--- src/rtl/hazard_forward_unit.sv ---
// hazard_forward_unit: RAW hazard tracking for Decode; per-source forwarding selects,
// load-use stall with configurable load latency, and a saturating stall counter.
module hazard_forward_unit #(
  parameter int DEPTH = 3,
  parameter int LOAD_LAT = 1,
  parameter int STALL_CNT_W = 16,
  localparam int FW = $clog2(DEPTH + 1)
) (
  input  logic                   Clk,
  input  logic                   Rst,
  input  logic [31:0]            Instruction,
  input  logic                   InstrValid,
  input  logic                   Flush,
  output logic                   Stall,
  output logic [FW-1:0]          FwdA,
  output logic [FW-1:0]          FwdB,
  output logic [STALL_CNT_W-1:0] StallCnt
);
  logic [5:0] op;
  logic [4:0] rs, rt, dest;
  logic is_r, is_lw, is_sw, is_beq, is_imm, rs_rd, rt_rd, wr, active, push;
  logic [DEPTH-1:0] v, ld;
  logic [4:0] d [DEPTH];
  logic [FW-1:0] fa, fb;
  logic la, lb;
  logic unused_ok;
  assign op = Instruction[31:26];
  assign rs = Instruction[25:21];
  assign rt = Instruction[20:16];
  assign is_r = op == 6'b000000;
  assign is_lw = op == 6'b100011;
  assign is_sw = op == 6'b101011;
  assign is_beq = op == 6'b000100;
  assign is_imm = op == 6'b001000 || op == 6'b001101;
  assign dest = is_r ? Instruction[15:11] : rt;
  assign wr = (is_r || is_lw || is_imm) && dest != 5'd0;
  assign rs_rd = is_r || is_lw || is_sw || is_beq || is_imm;
  assign rt_rd = is_r || is_sw || is_beq;
  assign unused_ok = ^Instruction[10:0];
  // Scan farthest to nearest so the nearest matching stage is left standing.
  always_comb begin
    fa = '0;
    fb = '0;
    la = 1'b0;
    lb = 1'b0;
    for (int k = DEPTH - 1; k >= 0; k--) begin
      if (v[k] && rs_rd && d[k] == rs) begin
        fa = FW'(k + 1);
        la = ld[k] && k < LOAD_LAT;
      end
      if (v[k] && rt_rd && d[k] == rt) begin
        fb = FW'(k + 1);
        lb = ld[k] && k < LOAD_LAT;
      end
    end
  end
  assign active = InstrValid && !Flush;
  assign Stall = active && (la || lb);
  assign FwdA = (active && !la) ? fa : '0;
  assign FwdB = (active && !lb) ? fb : '0;
  assign push = active && !Stall && wr;
  always_ff @(posedge Clk or posedge Rst) begin
    if (Rst) begin
      v <= '0;
      ld <= '0;
      for (int k = 0; k < DEPTH; k++) d[k] <= 5'd0;
      StallCnt <= '0;
    end else begin
      v[0] <= push;
      ld[0] <= is_lw;
      d[0] <= dest;
      for (int k = 1; k < DEPTH; k++) begin
        v[k] <= v[k-1];
        ld[k] <= ld[k-1];
        d[k] <= d[k-1];
      end
      if (Stall && !(&StallCnt)) StallCnt <= StallCnt + STALL_CNT_W'(1);
    end
  end
endmodule

--- config.mk ---
export PLATFORM = sky130hd
export DESIGN_NAME = hazard_forward_unit
export DESIGN_NICKNAME = d
export VERILOG_FILES = /design/src/rtl/hazard_forward_unit.sv
export SDC_FILE = /design/constraint.sdc
export NUM_CORES = 1
export LEC_CHECK = 0
export ABC_AREA = 0
export BUFFER_PORTS_ARGS = -buffer_cell sky130_fd_sc_hd__buf_2
export CAP_MARGIN = 20
export CELL_PAD_IN_SITES_DETAIL_PLACEMENT = 1
export CELL_PAD_IN_SITES_GLOBAL_PLACEMENT = 1
export CORE_MARGIN = 4
export CORE_UTILIZATION = 36
export DETAILED_ROUTE_END_ITERATION = 7
export PLACE_DENSITY_LB_ADDON = 0.1
export SYNTH_ARGS = -nofsm -noshare
export SYNTH_HDL_FRONTEND = slang
export SYNTH_SLANG_ARGS = --single-unit
--- constraint.sdc ---
create_clock -name Clk -period 2.26 [get_ports Clk]
set_input_delay 0.452 -clock Clk [delete_from_list [all_inputs] [get_ports Clk]]
set_output_delay 0.452 -clock Clk [all_outputs]
set_load 0.05 [all_outputs]
==> results.json, run 1 <==
{
  "htree_num_levels": 2,
  "final_layout_size_suffix_gt1_share_pct": 47.6,
  "timing.critical_path.cells": "buf_6 -> or3_4 -> mux2_4 -> nor4_4 -> mux2_4 -> nor2_4 -> buf_6",
  "violations_in_the_final_reports": "negative setup slack",
  "design.final.nets": 310,
  "die_w_um": 83.8,
  "floorplan.die_area_mm2": 0.00702,
  "num_antenna_cells": 0,
  "outcome": "finished, violations left",
  "port_buffers": 45,
  "detailedRoute.firstIterationViolations": 54,
  "achievable-frequency_mhz": 395,
  "critPathKind": "in -> out",
  "path_max_fanout": 2,
  "unrepaired_setup_endpoints_after_global_routing": "true",
  "worst_setup_path_end_kind": "primary output",
  "regToRegStartpoint": "d[10]",
  "clock_path_buffers": 2,
  "cap_viol_max_count": 0,
  "syn_area_per_cell_um2": 11.1,
  "clockRootBuffer": "sky130_fd_sc_hd__clkbuf_8",
  "yosysWarningCount": 0,
  "drtAntennaViolNets": 0,
  "floorplan.core_area_mm2": 0.00554,
  "area_growth_pct": 42.0,
  "synth_ff_type": "sky130_fd_sc_hd__dfrtp_1",
  "ys_types": 44,
  "async_flop_share_pct": 100,
  "clock_skew_ns": 0.00735,
  "grtUsageTotal_pct": 17.3,
  "cts-buffers-inserted": 5,
  "first_pass_grt_wire_length_um": 9660,
  "cts.sinks": 35,
  "number_of_antenna_violations_at_the_first_check_in_global_routing": 0,
  "simple_gate_share_of_the_synthesized_area_pct": 25.9,
  "die_height_um": 83.8,
  "synthCells": 187,
  "dp_slack_ns": -0.425,
  "most_common_library_cell_in_the_layout_ignoring_fill_and_taps": "sky130_fd_sc_hd__buf_2",
  "postSynthRegisterBits": 35,
  "final.fill_count": 632,
  "timing.critical_path.buf_inv": 2,
  "period_needed_ns": 2.53,
  "period_share_pct": 112,
  "timing.hold.worst.class": "in -> async",
  "slowest_delay_ns": 0.38,
  "synth-edff-count": 0,
  "synthesis.nets": 224,
  "globalRouteOverflowTotal": 0,
  "via_per_inst": 5.02,
  "first_global_vias": 1889,
  "timing.slew.headroom_pct": 67.8,
  "cts_tree": "yes",
  "worstSetupStartpointType": "input pin",
  "drc_errors": 0,
  "drv_slew": 0,
  "synth_area_mm2": 0.00207,
  "fp-row-count": 27,
  "dr_total_vias": 1733,
  "drt-pass1-iter-count": 4,
  "initial_core_util_pct": 37.3,
  "worst_ep_required_time_ns": 1.81,
  "final-hold-violation-count": 0,
  "mux_cell_area_share_after_synthesis_pct": 4.84,
  "worst_path_dominant_cell_family": "simple AND/OR/NAND/NOR gates",
  "final_critical_path_setup_slack_ns": -0.275,
  "layout.cells.most_common_list": "36 x sky130_fd_sc_hd__buf_2, 35 x sky130_fd_sc_hd__dfrtp_1, 32 x sky130_fd_sc_hd__buf_4, 22 x sky130_fd_sc_hd__xnor2_1, 21 x sky130_fd_sc_hd__xor2_1",
  "routed_wirelength_um": 5670,
  "timing.setup.tns_ns": -0.776,
  "pin_count": 57,
  "critical_path.slowest_cell": "sky130_fd_sc_hd__or3_4",
  "multi_input_area_mm2": 0.00129,
  "yosysSeqAreaShare_pct": 42.4,
  "cts_hold_repair.buffers": 0,
  "irDropWorstVdd_mv": 0.310,
  "main_combinational_cell_family_by_area_after_synthesis": "simple AND/OR/NAND/NOR gates",
  "cp.arrival_ns": 2.08,
  "grt_max_degree": 36,
  "synthXorXnorAreaFrac_pct": 19.0,
  "setup_viol": 5,
  "power_density_mw_per_mm2": 450,
  "actual_slew_at_the_worst_max_slew_pin_ns": 0.484,
  "synth_compound_gate_area_share_pct": 6.11,
  "leakage_uw": 0.00132,
  "ff_latch_area_um2": 876,
  "clk_latency_ns": 0.29,
  "cts.reportedPaths.clkPinSlew_ns": 0.07,
  "dp.final_hpwl_um": 4350,
  "place.gp.congestion": 0.757,
  "timing.critical_path.from": "Instruction[31]",
  "wl_per_instance_um": 16.4,
  "synth_adder_area_share_pct": 0.605
}
-- layout make-up --
type / count / share of cell area, %
tap: 72 / 3.07
clock buffer: 6 / 2.81
sequential: 35 / 29.8
clock inverter: 1 / 0.171
inverter: 1 / 0.128
multi-input combinational: 148 / 44.0
timing repair buffer: 82 / 19.9
-- worst reg2reg max path: cells and delay by family, from the launching register on --
family                 cells  cell delay [ns]
buffers and inverters      1             0.17
multiplexers               1             0.29
AND/OR/NAND/NOR            3             0.77
XOR/XNOR                   1             0.18
flip-flops                 1             0.42
AO/OA/AOI/OAI              1             0.26
-- per-stage QoR --
| step | hold slack (ns) | area, um^2 | total power (uW) | utilization [%] | instances |
|---|---|---|---|---|---|
| after CTS | 0.267 | 2910 | 1340 | 52.5 | 345 |
| after floorplan | 0.366 | 2110 | 748 | - | 187 |
| final | 0.250 | 2940 | 1320 | 53.0 | 345 |
| after global placement | 0.389 | 2630 | 845 | 47.4 | 330 |
| after global routing | 0.305 | 2940 | 1400 | 53.0 | 345 |
| after detailed placement | 0.395 | 2630 | 849 | 47.4 | 330 |
-- kinds of logic after synthesis --
family	after synthesis
mux	9
compound gates	12
fa+ha+maj	1
xor+xnor	44
buf+inv	4
simple gates	82
flops	35
-- repair_timing --
action | in CTS | in global routing
pin swaps | 17 | 5
resized for setup | 31 | 6
setup buffers | 8 | 0
endpoints found under the setup margin | 5 | 21
-- registers in the layout, summed over array words and instances, names as in the netlist --
register / cells
ld: 1
v: 3
StallCnt: 16
d: 15
-- where the power goes --
part | internal [uW] | switching, uW
sequential | 642 | 16.3
clock | 239 | 224
combinational | 99.4 | 100
total | 980 | 341
-- worst paths after layout --
path	cells past startpoint	slack (ns)	end
setup / recovery	7	-0.27	FwdB[0]
max in group asynchronous	3	1.68	StallCnt[8]
hold / removal	3	0.25	d[2]
hold reg to reg	0	0.42	v[2]
setup reg to reg	7	0.06	StallCnt[1]
min in group Clk	2	0.41	d[14]
-- cell usage after synthesis (all sizes together), types with 3 or more instances --
cell type | instances | area share [%]
nor3 | 4 | 0.97
nor2b | 3 | 0.91
nor2 | 12 | 2.5
nand2b | 4 | 1.2
or3 | 3 | 0.91
dfrtp | 35 | 42
and3 | 12 | 3.9
mux2 | 8 | 4.4
nor4 | 7 | 3.1
nand3 | 14 | 5.1
xnor2 | 23 | 10
xor2 | 21 | 8.9
nand4 | 8 | 3.1
nand2 | 8 | 1.5
-- metal layers --
metal,wire length [um],part of all wire [%],vias to the layer above,GRT usage [%]
met5,0,0,-,0
met4,81,1.4,0,5.12
met3,248,4.4,8,4.15
met2,2570,45,38,26.5
met1,2770,49,840,24.2
li1,-,-,847,-
No activity file was read; power rests on OpenSTA's default activity.
==> run 2: changes to the inputs <==
RECOVER_POWER = 100   (was not set)
==> run 2 against run 1 <==
- the run still ends with negative setup slack left
- design area decreased by 1.5%
- die area unchanged
- first-iteration DRC count decreased by 15%
- critical path type unchanged
==> results.json, run 2 (synthesis gave the netlist of run 1 again) <==
{
  "htree_num_levels": 2,
  "largest_register_ffs": 16,
  "area_growth_pct": 39.8,
  "detailedRoute.firstIterationViolations": 46,
  "clock_path_buffers": 2,
  "first_pass_grt_wire_length_um": 9660,
  "period_needed_ns": 2.53,
  "design.final.nets": 310,
  "period_share_pct": 112,
  "power.share.combinational_pct": 15.0,
  "outcome": "finished, violations left",
  "timing.setup.tns_ns": -0.772,
  "path_max_fanout": 2,
  "worst_ep_required_time_ns": 1.81,
  "drc_errors": 0,
  "clockRootBuffer": "sky130_fd_sc_hd__clkbuf_8",
  "drt-pass1-iter-count": 4,
  "initial_core_util_pct": 37.3,
  "power.switching_fraction_pct": 25.9,
  "leakage_uw": 0.00124,
  "num_antenna_cells": 0,
  "achievable-frequency_mhz": 395,
  "unrepaired_setup_endpoints_after_global_routing": "true",
  "cts-buffers-inserted": 5,
  "intPower_uw": 978,
  "first_global_vias": 1889,
  "dr_total_vias": 1733,
  "post-route-util_pct": 52.2,
  "floorplan.core_area_mm2": 0.00554,
  "layout.cells.most_common_list": "35 x sky130_fd_sc_hd__dfrtp_1, 29 x sky130_fd_sc_hd__buf_4, 22 x sky130_fd_sc_hd__xnor2_1, 21 x sky130_fd_sc_hd__xor2_1, 20 x sky130_fd_sc_hd__buf_2",
  "drtAntennaViolNets": 0,
  "dp_slack_ns": -0.425,
  "cp.arrival_ns": 2.08,
  "port_buffers": 45,
  "final_layout_size_suffix_gt1_share_pct": 40.7,
  "final_critical_path_setup_slack_ns": -0.275,
  "via_per_inst": 5.02,
  "die_w_um": 83.8,
  "total_power_uw": 1320,
  "clock_skew_ns": 0.00737,
  "actual_slew_at_the_worst_max_slew_pin_ns": 0.884,
  "pin_count": 57,
  "cts_hold_repair.buffers": 0,
  "die_height_um": 83.8,
  "globalRouteOverflowTotal": 0,
  "fp-row-count": 27,
  "clk_latency_ns": 0.29,
  "worst_setup_path_end_kind": "primary output",
  "worstSetupStartpointType": "input pin",
  "violations_in_the_final_reports": "negative setup slack",
  "timing.hold.worst.class": "in -> reg",
  "seq_power_share_pct": 49.9,
  "floorplan.die_area_mm2": 0.00702,
  "most_common_library_cell_in_the_layout_ignoring_fill_and_taps": "sky130_fd_sc_hd__dfrtp_1",
  "cts_tree": "yes",
  "final-hold-violation-count": 0,
  "routed_wirelength_um": 5670,
  "largest_register": "StallCnt",
  "number_of_antenna_violations_at_the_first_check_in_global_routing": 0,
  "drv_slew": 0,
  "largestRegisters": "StallCnt x16, d x15, v x3",
  "grt_max_degree": 36,
  "cap_viol_max_count": 0,
  "irDropWorstVdd_mv": 0.310,
  "cts.sinks": 35,
  "critPathKind": "in -> out",
  "setup_viol": 5,
  "timing.slew.headroom_pct": 41.1,
  "grtUsageTotal_pct": 17.3,
  "pwr-share-clk_pct": 35.2,
  "wl_per_instance_um": 16.4,
  "dp.final_hpwl_um": 4350,
  "place.gp.congestion": 0.757,
  "cts.reportedPaths.clkPinSlew_ns": 0.07,
  "power_density_mw_per_mm2": 457,
  "switchingPower_uw": 342
}
==> run 2: cell count changes in the layout (fill, tap and decap cells not counted), sizes merged <==
cell    change
clkbuf     +20
buf        -20
==> run 2: critical path, stage by stage <==
cell	delay, ns
sky130_fd_sc_hd__buf_6	0.09
sky130_fd_sc_hd__or3_4	0.38
sky130_fd_sc_hd__mux2_4	0.29
sky130_fd_sc_hd__nor4_4	0.30
sky130_fd_sc_hd__mux2_4	0.34
sky130_fd_sc_hd__nor2_4	0.08
sky130_fd_sc_hd__buf_6	0.15
==> run 2: metal layers <==
| metal | vias up | share of wire [%] | global-route usage (%) |
|---|---|---|---|
| met5 | - | 0 | 0 |
| met4 | 0 | 1.4 | 5.12 |
| met3 | 8 | 4.5 | 4.15 |
| met2 | 38 | 45 | 26.5 |
| met1 | 842 | 49 | 24.2 |
| li1 | 845 | - | - |
==> run 2: path summary, 6_finish.rpt <==
| path | slack (ns) | startpoint | endpoint | cells past startpoint |
|---|---|---|---|---|
| min | 0.41 | Instruction[15] | d[14] | 2 |
| min in group asynchronous | 0.42 | Rst | d[2] | 3 |
| max | -0.27 | Instruction[31] | FwdB[0] | 7 |
| min reg2reg | 0.42 | v[1] | v[2] | 0 |
| max reg2reg | 0.10 | d[10] | StallCnt[1] | 7 |
| max in group asynchronous | 1.29 | Rst | StallCnt[8] | 3 |
==> run 2: final cells by class <==
class / instances / area [um^2]
flip-flops and latches: 35 / 876
clock inverters: 1 / 5.00
multi-input cells: 148 / 1290
repair buffers: 82 / 546
fillers: 640 / 2650
clock buffers: 6 / 82.6
inverters: 1 / 3.75
well taps: 72 / 90.1
==> run 2: timing repair <==
| item | 4_1_cts | 5_1_grt |
|---|---|---|
| buffers inserted | 8 | 0 |
| pin swaps | 17 | 5 |
| endpoints found under the setup margin | 5 | 21 |
| resized for setup | 31 | 6 |
==> run 2: metrics by stage <==
stage | cells | hold slack [ns] | instance area (um^2)
finish | 345 | 0.411 | 2890
global route | 345 | 0.405 | 2890
CTS | 345 | 0.267 | 2910
detailed placement | 330 | 0.395 | 2630
global placement | 330 | 0.389 | 2630
floorplan | 187 | 0.366 | 2110
==> run 2: power by group through the flow <==
| stage | clock [uW] | sequential [uW] | combinational (uW) |
|---|---|---|---|
| after floorplan | 0 | 667 | 81.3 |
| after global placement | 0 | 670 | 175 |
| after detailed placement | 0 | 671 | 178 |
| after CTS | 478 | 658 | 199 |
| after global routing | 516 | 660 | 217 |
| final | 464 | 658 | 198 |
